### src/rtl/arf_pkg.sv
// arf_pkg: shared types and sizing for the ARF state sequencer
package arf_pkg;
    localparam int DEF_WIDTH = 16;
    localparam int TAP_DEPTH = 4;
    localparam int NUM_LINES = 2;
    typedef enum logic [1:0] {IDLE, WAIT, HOLD} state_t;
    function automatic int lat_w(int lat);
        return lat < 2 ? 1 : $clog2(lat + 1);
    endfunction
endpackage

### src/rtl/arf_tap_line.sv
// arf_tap_line: TAP_DEPTH-deep recursive state shift line, tap 0 in the LSB slice
module arf_tap_line
    import arf_pkg::*;
#(
    parameter int WIDTH = DEF_WIDTH
) (
    input  logic                       clk,
    input  logic                       rst,
    input  logic                       clear,
    input  logic                       shift,
    input  logic [WIDTH-1:0]           din,
    output logic [TAP_DEPTH*WIDTH-1:0] taps
);
    always_ff @(posedge clk)
        if (rst || clear) taps <= '0;
        else if (shift) taps <= {taps[(TAP_DEPTH-1)*WIDTH-1:0], din};
endmodule

### src/rtl/arf_state_sequencer.sv
// arf_state_sequencer: registers operands for the ARF datapath, waits its latency, captures and recirculates results
module arf_state_sequencer
    import arf_pkg::*;
#(
    parameter int WIDTH      = DEF_WIDTH,
    parameter int DP_LATENCY = 0,
    parameter int CNT_W      = 16
) (
    input  logic                   clk,
    input  logic                   rst,
    input  logic                   clear,
    input  logic                   s_valid,
    output logic                   s_ready,
    input  logic [WIDTH-1:0]       s_x0,
    input  logic [WIDTH-1:0]       s_x1,
    output logic [8*WIDTH-1:0]     dp_state,
    output logic [WIDTH-1:0]       dp_x0,
    output logic [WIDTH-1:0]       dp_x1,
    input  logic [WIDTH-1:0]       dp_y0,
    input  logic [WIDTH-1:0]       dp_y1,
    output logic                   m_valid,
    input  logic                   m_ready,
    output logic [WIDTH-1:0]       m_y0,
    output logic [WIDTH-1:0]       m_y1,
    output logic                   busy,
    output logic [CNT_W-1:0]       sample_cnt
);
    localparam int LAT_W = lat_w(DP_LATENCY);
    state_t state, state_nx;
    logic [LAT_W-1:0] cnt;
    logic accept, capture, done, tap_clear;
    logic [TAP_DEPTH*WIDTH-1:0] a_taps, b_taps;
    always_comb begin
        state_nx  = state;
        s_ready   = 1'b0;
        accept    = 1'b0;
        capture   = 1'b0;
        done      = 1'b0;
        tap_clear = 1'b0;
        unique case (state)
            IDLE: begin
                s_ready   = !clear;
                tap_clear = clear;
                accept    = s_valid && !clear;
                state_nx  = accept ? WAIT : IDLE;
            end
            WAIT: begin
                capture  = cnt == '0;
                state_nx = capture ? HOLD : WAIT;
            end
            HOLD: begin
                done     = m_ready;
                state_nx = m_ready ? IDLE : HOLD;
            end
            default: state_nx = IDLE;
        endcase
    end
    always_ff @(posedge clk)
        if (rst) begin
            state      <= IDLE;
            cnt        <= '0;
            dp_x0      <= '0;
            dp_x1      <= '0;
            m_y0       <= '0;
            m_y1       <= '0;
            sample_cnt <= '0;
        end else begin
            state <= state_nx;
            if (accept) begin
                dp_x0 <= s_x0;
                dp_x1 <= s_x1;
                cnt   <= LAT_W'(DP_LATENCY);
            end else if (state == WAIT && cnt != '0) cnt <= cnt - 1'b1;
            if (capture) begin
                m_y0 <= dp_y0;
                m_y1 <= dp_y1;
            end
            if (done) sample_cnt <= sample_cnt + 1'b1;
        end
    assign m_valid  = state == HOLD;
    assign busy     = state != IDLE;
    assign dp_state = {b_taps, a_taps};
    arf_tap_line #(.WIDTH(WIDTH)) u_line_a (
        .clk(clk), .rst(rst), .clear(tap_clear), .shift(capture), .din(dp_y0), .taps(a_taps)
    );
    arf_tap_line #(.WIDTH(WIDTH)) u_line_b (
        .clk(clk), .rst(rst), .clear(tap_clear), .shift(capture), .din(dp_y1), .taps(b_taps)
    );
endmodule
### config.mk
export PLATFORM = sky130hd
export DESIGN_NAME = arf_state_sequencer
export DESIGN_NICKNAME = d
export VERILOG_FILES = /design/src/rtl/arf_pkg.sv /design/src/rtl/arf_tap_line.sv /design/src/rtl/arf_state_sequencer.sv
export SDC_FILE = /design/constraint.sdc
export NUM_CORES = 1
export LEC_CHECK = 0
export CORE_AREA = 2 2 135 137
export DETAILED_ROUTE_END_ITERATION = 7
export DIE_AREA = 0 0 137 139
export PLACE_DENSITY = 0.79
export SKIP_LAST_GASP = 1
export SLEW_MARGIN = 20
export SYNTH_ARGS = -nofsm -noshare
export SYNTH_HDL_FRONTEND = slang
export SYNTH_HIERARCHICAL = 1
export SYNTH_SLANG_ARGS = --single-unit
### constraint.sdc
create_clock -name clk -period 2.45 [get_ports clk]
set_input_delay 0.3675 -clock clk [delete_from_list [all_inputs] [get_ports clk]]
set_output_delay 0.3675 -clock clk [all_outputs]
set_load 0.01 [all_outputs]
=== Yosys cells after proc, flatten, opt, wreduce, memory -nomap -nowiden ===
Index checks and enable logic that the tools add are counted.

* Bits in read-only memories: 0
* Memories: 0
* Output and inout bits: 211
* Flip-flop bits (word level): 211
* Bits in latches: 0
* Logic and storage cells: 30
* Input bits: 69
* Bits in writable memories: 0

* Eq/ne operators: 2
* Muxes and demuxes: 9
* Multiply operators: 0
* Add/sub/neg operators: 2
* Magnitude comparators: 0
* Reduce and logical (&&, ||, !) cells: 7
* Divide/modulo/power cells: 0
* Shift-type cells: 0
* Bitwise logic cells: 1

{| class="wikitable"
|+ Operator list
! operator !! number
|-
| 16-bit by 1-bit adder with 16-bit output, second input constant || 1
|-
| 1-bit two-way mux || 6
|-
| 2-bit case mux with 3 select lines || 1
|-
| 2-bit two-way mux || 2
|-
| 2-bit by 1-bit == test with 1-bit output, second input constant || 1
|-
| 2-bit == test, second input constant || 1
|-
| 1-bit logical AND || 2
|-
| 2-bit logical NOT || 1
|-
| 2-bit nonzero test || 1
|-
| 2-bit OR reduction || 1
|-
| 1-bit logical NOT || 1
|-
| 1-bit logical OR || 1
|-
| 1-bit NOT || 1
|-
| 1-bit subtractor, second input constant || 1
|}

=== Depth between registers and ports, before layout ===
Gate-level depths: netlist of run 1.

* Depth after elaboration: 4
* Mapped depth: 9
* Depth with buffers taken out: 5

=== Modules after synthesis ===
Netlist of run 1, hierarchy kept.

{| class="wikitable"
|+ By module, submodules not included
! module !! cells each !! area an instance (um^2) !! instances !! seq. area each (um^2)
|-
| arf_tap_line || 207 || 2,348.5 || 2 || 1,281.2
|-
| arf_state_sequencer || 381 || 3,083.0 || 1 || 1,661.6
|}

=== Least setup slack after synthesis of run 1 ===
No wires, ideal clock.

* Kind: reg2reg
* Start: register state[0]
* End: register u_line_a.taps[10]
* Arrival time: 1.641 ns
* Path buffers: 4
* Stages on the path, launching flop included: 10
* Required time: 2.336 ns
* Slack: 0.695 ns
* Clock period less this slack: 1.755 ns
* Library setup time: 0.114 ns
* Cell sequence: dfxtp_1 nor2b_1 nand2b_1 clkbuf_1 inv_2 buf_2 buf_6 buf_8 mux2i_1 nor2_1

{| class="wikitable"
|+ RTL lines
! item !! line !! RTL
|-
| start: declaration || arf_state_sequencer.sv:29 || <nowiki>state_t state, state_nx;</nowiki>
|-
| start signal: assignment || arf_state_sequencer.sv:68 || <nowiki>state <= state_nx;</nowiki>
|-
| 2-bit by 1-bit == test with 1-bit output || arf_state_sequencer.sv:40 || <nowiki>unique case (state)</nowiki>
|-
| 1-bit two-way mux || arf_state_sequencer.sv:40 ||
|-
| net capture || arf_state_sequencer.sv:31 || <nowiki>logic accept, capture, done, tap_clear;</nowiki>
|-
| end signal: assignment || arf_tap_line.sv:16 || <nowiki>else if (shift) taps <= {taps[(TAP_DEPTH-1)*WIDTH-1:0], din};</nowiki>
|-
| end: declaration || arf_tap_line.sv:12 || <nowiki>output logic [TAP_DEPTH*WIDTH-1:0] taps</nowiki>
|}

The timed path passes the listed nets, and every way through them passes these cells.
A chain may end at the register's enable or synchronous reset.

=== Worst setup path in the final report of run 1 ===
* Start: register state[1]
* End: output port m_valid

* Longest elaborated chain between the ends: 1

{| class="wikitable"
|+ RTL lines
! item !! line !! RTL
|-
| 2-bit == test || arf_state_sequencer.sv:80 || <nowiki>assign m_valid = state == HOLD;</nowiki>
|-
| end: declaration || arf_state_sequencer.sv:21 || <nowiki>output logic m_valid,</nowiki>
|}

Every way passes these cells.

==> results_dict.tcl, run 1 <==
set metrics [dict create \
    grt_overflow_total 0 \
    grt_max_degree 65 \
    die_x_um 137 \
    syn_area_um2 7780 \
    critPathTopFamily "buffers and inverters" \
    cts.sinks 211 \
    ys_seq_elements 211 \
    h-tree-depth 1 \
    maxCapViolCount 0 \
    finalWirelength_um 20100 \
    syn_inst 795 \
    place.gp.congestion 0.815 \
    grt_antenna_before_repair 0 \
    cp_max_fo 8 \
    synth_top_area_share_pct 54.3 \
    coreArea_um2 17700 \
    grt.total_usage_pct 20.6 \
    ctsHoldBuffers 0 \
    syn-mean-instance-area_um2 9.79 \
    power.density_nw_per_um2 646 \
    drt_iter0_markers 284 \
    period_share_pct 90.9 \
    hpwl_um 14200 \
    cts_root_buf "clkbuf_16" \
    crit_buf_inv 1 \
    postCtsSetupRepairBufs 0 \
    slew_headroom_pct 66.7 \
    p_leak_uw 0.00391 \
    design.die.area_um2 19000 \
    synth_top_area_cell "dfxtp_1" \
    wl_per_cell_um 15.3 \
    tightest_slew_ns 0.500 \
    startpoint_type "flop" \
    fin_skew_ns 0.0210 \
    cts_tree "yes" \
    max_freq_mhz 449 \
    worst-setup-path-type "flop to output port" \
    drc_errors 0 \
    fin_tns_setup_ns 0 \
    layout-drive-gt1-share_pct 6.20 \
    cts_resized 0 \
    grt_pass1_vias 6259 \
    finalMaxSlewViolations 0 \
    status "completed" \
    whs_ns 0.336 \
    period_needed_ns 2.23 \
    clk-insertion-delay-late_ns 0.50 \
    peakVddDrop_v 0.000555 \
    rows 49 \
    endpoint_kind "output port" \
    ys_seq_area_share_pct 54.3 \
    synthDistinctLibCells 39 \
    synth_warnings 6 \
    dieHeight_um 139 \
    cp.arrival_ns 1.86 \
    n_antenna_cell 0 \
    finalNetCount 1135 \
    hold_path_class "input pin to flop" \
    area_delta_synth_final_pct 45.5 \
    rsz0062_at_grt "no" \
    crit_slowest_cell "clkdlybuf4s50_1" \
    critPathMaxStageDelay_ns 0.60 \
    vias 6388 \
    drtPass1Iterations 4 \
    syn_nets 865 \
    via_per_inst 4.88 \
    buffer_ports.inserted 279 \
    dpl_worst_slack_ns 0.424 \
    io_pins 280 \
    clockBufferDepth 3 \
    clk_pin_slew_ns 0.06 \
    grt_pass1_wl_um 32000 \
    antenna_left 0 \
    layout_setup_ws_ns 0.224 \
    hold_viol_final 0 \
    path_cells "nor2b_1 -> clkdlybuf4s50_1" \
    synth.area.top_cells "dfxtp_1, mux2i_1, nor2_1" \
    cts_buffers 22 \
    initial_core_util_pct 44.1 \
    cp.required_ns 2.08 \
    setup_viol 0 \
]
==> registers in the layout, indices dropped and copies added, names as in the netlist <==
name / count
m_y1: 16
u_line_b/taps: 64
m_y0: 16
u_line_a/taps: 64
sample_cnt: 16
dp_x0: 16
dp_x1: 16
cnt: 1
state: 2
==> synth_stat cells, drive strengths merged <==
| library cell | number |
|---|---|
| and2 | 2 |
| nor4 | 3 |
| nor2 | 143 |
| nand3b | 2 |
| o21ba | 1 |
| dfxtp | 211 |
| and3 | 1 |
| buf | 36 |
| nor2b | 5 |
| xnor2 | 5 |
| or2 | 3 |
| o21ai | 1 |
| mux2 | 2 |
| ha | 1 |
| nand4b | 1 |
| xor2 | 4 |
| a221oi | 1 |
| nand3 | 3 |
| nand2 | 135 |
| nor3 | 4 |
| or3 | 1 |
| mux2i | 128 |
| a21oi | 70 |
| clkbuf | 15 |
| a31o | 1 |
| nor4b | 1 |
| nand4 | 5 |
| and3b | 1 |
| a21bo | 1 |
| nand2b | 2 |
| inv | 6 |
==> cells by family (layout without fill, tap and decap cells) <==
kind of cell    count (synthesis)  in the layout  share of synthesized area (%)
buf+inv                        57            342                           6.14
fa+ha+maj                       1              1                          0.161
flops                         211            211                           54.3
mux                           130            130                           16.8
compound gates                 75             75                           5.05
simple gates                  312            312                           16.6
xor+xnor                        9              9                           1.01
==> per-layer routing <==
layer / vias to the layer above / global-route usage [%] / share of wire [%]
met1: 2964 / 24.0 / 41
met3: 45 / 7.20 / 9.0
met4: 0 / 7.16 / 3.2
met5: - / 0 / 0
li1: 3158 / - / -
met2: 221 / 34.9 / 47
==> cell usage in the layout (no fill, tap or decap), types with 2 or more instances in the layout <==
master,n
clkdlybuf4s50_1,278
dfxtp_1,211
nor2_1,143
nand2_1,135
mux2i_1,128
a21oi_1,70
clkbuf_16,23
buf_4,13
clkbuf_8,7
nor2b_1,5
inv_1,5
xnor2_1,5
buf_12,5
nor3_1,4
nand4_1,4
xor2_1,4
clkbuf_1,4
or2_2,3
nand3_1,3
clkinv_2,3
nand3b_1,2
nor4_1,2
and2_1,2
clkinvlp_4,2
==> layout make-up <==
| class | count | area, um^2 |
|---|---|---|
| Inverter | 6 | 30.0 |
| Clock buffer | 34 | 687 |
| Tap cell | 229 | 287 |
| Fill cell | 1463 | 6330 |
| Timing Repair Buffer | 297 | 2990 |
| Multi-Input combinational cell | 527 | 3080 |
| Sequential cell | 211 | 4220 |
| Clock inverter | 5 | 30.0 |
==> worst paths after layout <==
| check | endpoint | cells after the start | startpoint | slack [ns] |
|---|---|---|---|---|
| hold / removal | sample_cnt[5]$_SDFFE_PP0P_ | 2 | rst | 0.34 |
| setup reg to reg | u_line_b/taps[4]$_SDFFE_PP0P_ | 6 | state[0]$_SDFF_PP0_ | 0.52 |
| setup / recovery | m_valid | 2 | state[1]$_SDFF_PP0_ | 0.22 |
| hold reg to reg | dp_x1[11]$_SDFFE_PP0P_ | 2 | dp_x1[11]$_SDFFE_PP0P_ | 0.45 |
==> per-stage QoR <==
step	instance area [um^2]	power [uW]	instances	util, %
after floorplan	7780	3890	795	-
after global placement	10600	4150	1270	60.1
after detailed placement	10600	4150	1270	60.1
after CTS	11300	7400	1309	64.1
after global routing	11300	7570	1309	64.1
final	11300	7320	1309	64.1
==> report_power, final <==
group          leakage, uW  internal [uW]  switching, uW
Clock             0.000351           1920           1320
Combinational      0.00185            289            270
Sequential         0.00171           3480           33.5
(Power assumes the default switching activity.)
==> inputs of run 2 (changes only) <==
--- a/config.mk
+++ b/config.mk
@@ -9,7 +9,6 @@
 export DETAILED_ROUTE_END_ITERATION = 7
 export DIE_AREA = 0 0 137 139
 export PLACE_DENSITY = 0.79
-export SKIP_LAST_GASP = 1
 export SLEW_MARGIN = 20
 export SYNTH_ARGS = -nofsm -noshare
 export SYNTH_HDL_FRONTEND = slang
==> results of run 2 <==
Same layout as run 1: the final DEF is identical, and so are final timing and power.
